`src/rtl/mem_port_arbiter.sv`:
```
`default_nettype none
// mem_port_arbiter: single-port memory arbiter between instruction fetch and load/store.
// Data wins by default; a starvation counter forces fetch after MAX_WAIT consecutive denials.
module mem_port_arbiter #(
   parameter int ADDR_W   = 8,
   parameter int DATA_W   = 32,
   parameter int MAX_WAIT = 3
) (
   input  logic              clk,
   input  logic              reset,
   input  logic              if_req,
   input  logic [ADDR_W-1:0] if_addr,
   output logic              if_gnt,
   output logic              if_rvalid,
   output logic [DATA_W-1:0] if_rdata,
   input  logic              d_req,
   input  logic              d_we,
   input  logic [2:0]        d_func3,
   input  logic [ADDR_W-1:0] d_addr,
   input  logic [DATA_W-1:0] d_wdata,
   output logic              d_gnt,
   output logic              d_rvalid,
   output logic [DATA_W-1:0] d_rdata,
   output logic              stall,
   output logic [ADDR_W-1:0] mem_addr,
   output logic [DATA_W-1:0] mem_wdata,
   output logic [2:0]        mem_func3,
   output logic              mem_write,
   output logic              mem_read,
   output logic              mem_inst,
   input  logic [DATA_W-1:0] mem_rdata
);

   typedef enum logic [1:0] {
      IDLE  = 2'd0,
      FETCH = 2'd1,
      DATA  = 2'd2
   } last_e;

   localparam logic [3:0] C_MAX_WAIT = 4'(MAX_WAIT);

   last_e             last_q, last_d;
   logic [3:0]        wait_cnt_q, wait_cnt_d;
   logic              d_read_q, d_read_d;
   logic [DATA_W-1:0] if_rdata_q, d_rdata_q;
   logic              grant_if, grant_d;

   always_ff @(posedge clk or negedge reset) begin
      if (!reset) begin
         last_q     <= IDLE;
         wait_cnt_q <= 4'd0;
         d_read_q   <= 1'b0;
         if_rdata_q <= '0;
         d_rdata_q  <= '0;
      end else begin
         last_q     <= last_d;
         wait_cnt_q <= wait_cnt_d;
         d_read_q   <= d_read_d;
         if (grant_if) if_rdata_q <= mem_rdata;
         if (d_read_d) d_rdata_q  <= mem_rdata;
      end
   end

   // Everything combinational is gated by reset so outputs drop without a clock edge.
   always_comb begin
      grant_if   = 1'b0;
      grant_d    = 1'b0;
      stall      = 1'b0;
      wait_cnt_d = 4'd0;
      last_d     = IDLE;
      d_read_d   = 1'b0;
      mem_addr   = '0;
      mem_wdata  = '0;
      mem_func3  = 3'b000;
      mem_write  = 1'b0;
      mem_read   = 1'b0;
      mem_inst   = 1'b0;

      if (reset) begin
         if (if_req && d_req) begin
            stall = 1'b1;
            if (wait_cnt_q >= C_MAX_WAIT) begin
               grant_if = 1'b1;
            end else begin
               grant_d    = 1'b1;
               wait_cnt_d = wait_cnt_q + 4'd1;
            end
         end else if (if_req) begin
            grant_if = 1'b1;
         end else if (d_req) begin
            grant_d = 1'b1;
         end

         if (grant_if) begin
            last_d    = FETCH;
            mem_inst  = 1'b1;
            mem_read  = 1'b1;
            mem_func3 = 3'b010;
            mem_addr  = if_addr;
         end else if (grant_d) begin
            last_d    = DATA;
            d_read_d  = ~d_we;
            mem_addr  = d_addr;
            mem_func3 = d_func3;
            mem_wdata = d_wdata;
            mem_write = d_we;
            mem_read  = ~d_we;
         end
      end
   end

   assign if_gnt    = grant_if;
   assign d_gnt     = grant_d;
   assign if_rvalid = (last_q == FETCH);
   assign d_rvalid  = (last_q == DATA) && d_read_q;
   assign if_rdata  = if_rdata_q;
   assign d_rdata   = d_rdata_q;

endmodule
`default_nettype wire

```
`config.mk`:
```
export PLATFORM = sky130hd
export DESIGN_NAME = mem_port_arbiter
export DESIGN_NICKNAME = d
export VERILOG_FILES = /design/src/rtl/mem_port_arbiter.sv
export SDC_FILE = /design/constraint.sdc
export NUM_CORES = 1
export LEC_CHECK = 0
export CORE_MARGIN = 3
export CORE_UTILIZATION = 37
export CTS_BUF_LIST = sky130_fd_sc_hd__clkbuf_2 sky130_fd_sc_hd__clkbuf_4 sky130_fd_sc_hd__clkbuf_8
export DETAILED_ROUTE_END_ITERATION = 7
export GPL_TIMING_DRIVEN = 0
export PLACE_DENSITY = 0.82
export SLEW_MARGIN = 10
export SYNTH_ARGS = -nofsm -noshare
export SYNTH_HDL_FRONTEND = slang
export SYNTH_SLANG_ARGS = --single-unit
```
`constraint.sdc`:
```
create_clock -name clk -period 2.4 [get_ports clk]
set_clock_uncertainty 0.1 [all_clocks]
set_input_delay 0.24 -clock clk [delete_from_list [all_inputs] [get_ports clk]]
set_output_delay 0.24 -clock clk [all_outputs]
set_load 0.03 [all_outputs]
```
Word level (Yosys, flattened, before mapping):

Index checks and enable logic that the tools add are counted.

* register bits: 71
* bits of input ports: 88
* output and inout bits: 115
* word-level logic and storage cells: 50

* $add $sub $neg: 1
* $lt $le $gt $ge: 1
* equal/unequal tests: 2
* muxes and demuxes: 38
* bitwise logic cells: 1
* reductions and logical operators: 2

Operator list (number)
* 32-bit 2-to-1 mux: 3
* 8-bit 2-to-1 mux: 3
* 1-bit 2-to-1 mux: 23
* 4-bit 2-to-1 mux: 3
* 3-bit 2-to-1 mux: 3
* 2-bit 2-to-1 mux: 3
* 4-bit by 1-bit adder with 4-bit output, second input constant: 1
* 4-bit by 2-bit >= comparator with 1-bit output, second input constant: 1
* 2-bit by 1-bit == test with 1-bit output, second input constant: 1
* 2-bit == test, second input constant: 1
* 1-bit logical AND: 2
* 1-bit NOT: 1

Longest topological paths before layout:

* word-level depth: 7
* gate-level depth with buffers: 5
* gate-level depth less buffers: 4

Least setup slack after synthesis:

OpenSTA, ideal clock, no wires.

* path type: flip-flop to output port
* start: reg wait_cnt_q[0]
* end: out mem_wdata[22]
* data arrival time: 1.987 ns
* data required time: 2.060 ns
* path slack: 0.073 ns
* stages on the path, launching flop included: 6
* path buffers: 1
* cells stage by stage: dfrtp_1 ha_1 o31a_1 nor2_2 clkbuf_1 and2_1

* longest elaborated chain between the ends: 7
* elaborated cells between the ends (all ways): 10
* classes of those cells: order compare: 1; mux: 9

RTL lines
* start: declaration: line 43 `logic [3:0] wait_cnt_q, wait_cnt_d;`
* start signal: assignment: line 57 `wait_cnt_q <= wait_cnt_d;`
* 4-bit by 2-bit >= comparator with 1-bit output (*): line 82 `if (wait_cnt_q >= C_MAX_WAIT) begin`
* 1-bit 2-to-1 mux: line 82
* 1-bit 2-to-1 mux: line 80 `if (if_req && d_req) begin`
* 1-bit 2-to-1 mux: line 79 `if (reset) begin`
* 32-bit 2-to-1 mux: line 100 `end else if (grant_d) begin`
* 32-bit 2-to-1 mux (*): line 94 `if (grant_if) begin`
* 32-bit 2-to-1 mux (*): line 79
* end: declaration: line 26 `output logic [DATA_W-1:0] mem_wdata,`

Mark *: on every way between the ends. The rest lies on a longest branch, timed or not. The select of a mux whose other input is x is not followed.

Worst setup path after layout:

* start: reg wait_cnt_q[0]
* end: out mem_addr[5]

* longest elaborated chain between the ends: 7
* elaborated cells between the ends (all ways): 10
* classes of those cells: order compare: 1; mux: 9

RTL lines
* 4-bit by 2-bit >= comparator with 1-bit output (*): line 82
* 1-bit 2-to-1 mux: line 82
* 1-bit 2-to-1 mux: line 80
* 1-bit 2-to-1 mux: line 79
* 8-bit 2-to-1 mux: line 100
* 8-bit 2-to-1 mux (*): line 94
* 8-bit 2-to-1 mux (*): line 79
* end: declaration: line 25 `output logic [ADDR_W-1:0] mem_addr,`

Marked as above.

==> metrics.txt <==
result of the run=completed; HPWL after detailed placement=between 7000 and 8000 um; clock tree from TritonCTS=built; number of sinks on the clock net=71; First DRT Iteration DRCs=58; clock buffer count from CTS=9; minimum clock period=2.37 ns; vias post-DR=2487; Slowest cell on crit path=sky130_fd_sc_hd__dfrtp_1; Area growth syn-to-layout=83.4%; post-synthesis adder-cell area fraction=0.00420; leftover overflow at the end of global routing=0; multiplexer fraction of the synthesized cell area=0.242; largest driver fanout on the critical path=10; Cells after DPL=~520; largest net degree at the start of global routing=62; multi-input combinational cell area=~0.0012 sq mm; leakage power figure=about 2.4 nW; Synth Register Bits=71; CP startpoint=wait_cnt_q[0]; R2R Path Start=wait_cnt_q[0]; Synth Area in Compound Gates=0.0307; drt drc=0; combinational family with the most area after synthesis=multiplexers; depth of the worst register-to-register path=6; number of hold violations in the final report=0; Crit. End Element=output port; netlist area before placement=0.00298 sq mm; antenna violations before repair=0; Fmax achieved=approximately 420 MHz; vertical die dimension=95.7 um; Critical Path, Cell by Cell=ha_4, o31a_1, nor2_4, clkbuf_8, a22o_1, clkbuf_4; IR Drop Worst-Case VDD=between 0.5 and 0.6 mV; effective utilization at floorplan=0.383; most used cells in the layout excluding fill and tap cells=sky130_fd_sc_hd__clkdlybuf4s50_1 (153), sky130_fd_sc_hd__dfrtp_1 (71), sky130_fd_sc_hd__mux2_2 (62); data required time at the worst endpoint=2.06 ns; Seq. cell area=between 0.0015 and 0.002 sq mm; final design utilization=0.703; non-filler instance count after layout=between 500 and 600; Crit Path Class=register to output port; floorplan row count=32; CP Data Arrival Time=2.03 ns; Startpoint Class=register; max_cap viols=0; power per standard cell area=752 mW/mm^2; wire length per cell after detailed routing=between 15 and 20 um; GP Congestion=roughly 0.69; Core Footprint=about 0.0078 sq mm; Die Outline Area=0.00916 sq mm; die outline width=around 96 um; count of TritonRoute iterations in the first routing pass=4; Worst path max stage delay=around 0.42 ns; share of the clock period used by the worst path after layout=0.986; depth of the CTS H-tree=3; Hold Path Class=input port to async pin; most frequent standard cell in the layout excluding fill and tap cells=sky130_fd_sc_hd__clkdlybuf4s50_1; fillcell total=just under 600; number of buffers on the longest clock path=2; ant diodes=0; worst-skew pair later-pin latency=0.33 ns; simple logic cell fraction of the synthesized area=0.100; number of port buffers=202; # nets final=about 530; number of endpoints failing setup at the final stage=0; total global-route track usage=0.202; vias in the first global route=around 2.6k; number of instances in the synthesized netlist=~210; pre-CTS setup slack=-0.775 ns; average instance area after synthesis=roughly 14 sq um; wire length of the first global-routing pass=14000 um; Synth Area in XOR/XNOR=0; Boundary Pins=between 200 and 250; Seq/Total Area, Yosys=0.597; unrepaired setup endpoints after global routing=yes; via count normalized by instance count=~4.6; Max Transition Viols Final=0; final setup slack of the worst path=0.0334 ns; drt total wl=roughly 9500 um; yosys synthesis warning count=0; Routed Antenna Nets=0; Clock Root Buffer=sky130_fd_sc_hd__clkbuf_8; clk slew on worst S/H paths=roughly 0.070 ns; fraction of layout cells with a size suffix above 1=0.353; number of library cell types mapped by synthesis=22
## metrics by stage
step / setup TNS (ns) / hold WS (ns) / power, W / area, sq um
final: 0 / 0.310 / 0.00411 / 5460
after detailed placement: -24.69 / -0.00922 / 0.00306 / 5160
after floorplan: 0 / -0.156 / 0.00230 / 2980
after global routing: -1.00 / 0.340 / 0.00430 / 5460
after global placement: -409.35 / 0.318 / 0.00303 / 5130
after CTS: 0 / 0.308 / 0.00413 / 5320
## layer usage
layer  global-route usage  wire (um)
met2                0.346       5010
met3               0.0657        670
met4               0.0367         59
met5                    0          0
met1                0.253       3740
## Yosys cell counts
master | instances | share of area
sky130_fd_sc_hd__nand2_1 | 4 | 0.0050
sky130_fd_sc_hd__buf_2 | 3 | 0.0050
sky130_fd_sc_hd__nor3_1 | 1 | 0.0017
sky130_fd_sc_hd__a22o_1 | 8 | 0.024
sky130_fd_sc_hd__and2_1 | 35 | 0.074
sky130_fd_sc_hd__nor2_1 | 3 | 0.0038
sky130_fd_sc_hd__o31a_1 | 1 | 0.0029
sky130_fd_sc_hd__nor3_4 | 1 | 0.0055
sky130_fd_sc_hd__nor2b_1 | 1 | 0.0021
sky130_fd_sc_hd__and3_1 | 2 | 0.0042
sky130_fd_sc_hd__ha_1 | 1 | 0.0042
sky130_fd_sc_hd__conb_1 | 1 | 0.0013
sky130_fd_sc_hd__or2_2 | 1 | 0.0021
sky130_fd_sc_hd__clkbuf_1 | 5 | 0.0063
sky130_fd_sc_hd__buf_4 | 1 | 0.0025
sky130_fd_sc_hd__buf_6 | 3 | 0.011
sky130_fd_sc_hd__a21o_1 | 1 | 0.0025
sky130_fd_sc_hd__mux2_2 | 62 | 0.23
sky130_fd_sc_hd__a21oi_1 | 1 | 0.0017
sky130_fd_sc_hd__nor2_2 | 1 | 0.0021
sky130_fd_sc_hd__dfrtp_1 | 71 | 0.60
sky130_fd_sc_hd__mux2_1 | 2 | 0.0076
## cells by family (layout without fill, tap and decap cells)
kind of cell	after synthesis	count (layout)
adders and majority gates	1	1
other	1	2
DFF	71	71
AOI/OAI and AO/OA	11	11
buffers and inverters	12	244
and+or+nand+nor	49	49
muxes	64	64
## area by class of cell
type / count / share of cell area
plain buffers: 12 / 0.0208
clock buffers: 11 / 0.0266
clock inverters: 5 / 0.0149
multi-input cells: 127 / 0.214
flip-flops and latches: 71 / 0.325
well taps: 102 / 0.0234
repair buffers: 216 / 0.375
## sequential cells by signal, summed over array words and instances, names as in the netlist
| signal | count |
|---|---|
| d_read_q | 1 |
| last_q | 2 |
| d_rdata | 32 |
| if_rdata | 32 |
| wait_cnt_q | 4 |
## power breakdown
| part | leakage (nW) | internal, W | switching, W |
|---|---|---|---|
| sequential | 0.849 | 0.00141 | 0.000112 |
| clock | 0.113 | 0.000625 | 0.000431 |
| combinational | 1.45 | 0.000736 | 0.000787 |
| total | 2.41 | 0.00277 | 0.00133 |
## critical path: cells and delay by family (launching register included)
family                     cells  cell delay (ns)
and+or+nand+nor                1             0.21
DFF                            1             0.42
AOI/OAI and AO/OA              2             0.51
buffers and inverters          2             0.39
adders and majority gates      1             0.18
## worst paths after layout
check | slack (ns) | end
worst max register to register | 0.28 | d_rdata[21]
worst max-delay path | 0.03 | mem_addr[5]
worst min-delay path | 0.31 | if_rdata[29]
min in group clk | 0.35 | last_q[1]
worst min register to register | 0.39 | d_rdata[18]
max in group asynchronous | 1.39 | d_read_q
## what timing repair did
item	4_1_cts	5_1_grt
pin swaps	4	10
setup buffers	5	6
setup endpoints to repair	48	31
cloned	0	0
hold buffers	3	0
endpoints found under the hold margin	71	0
resized for setup	255	42
No activity file was read; power rests on OpenSTA's default activity.
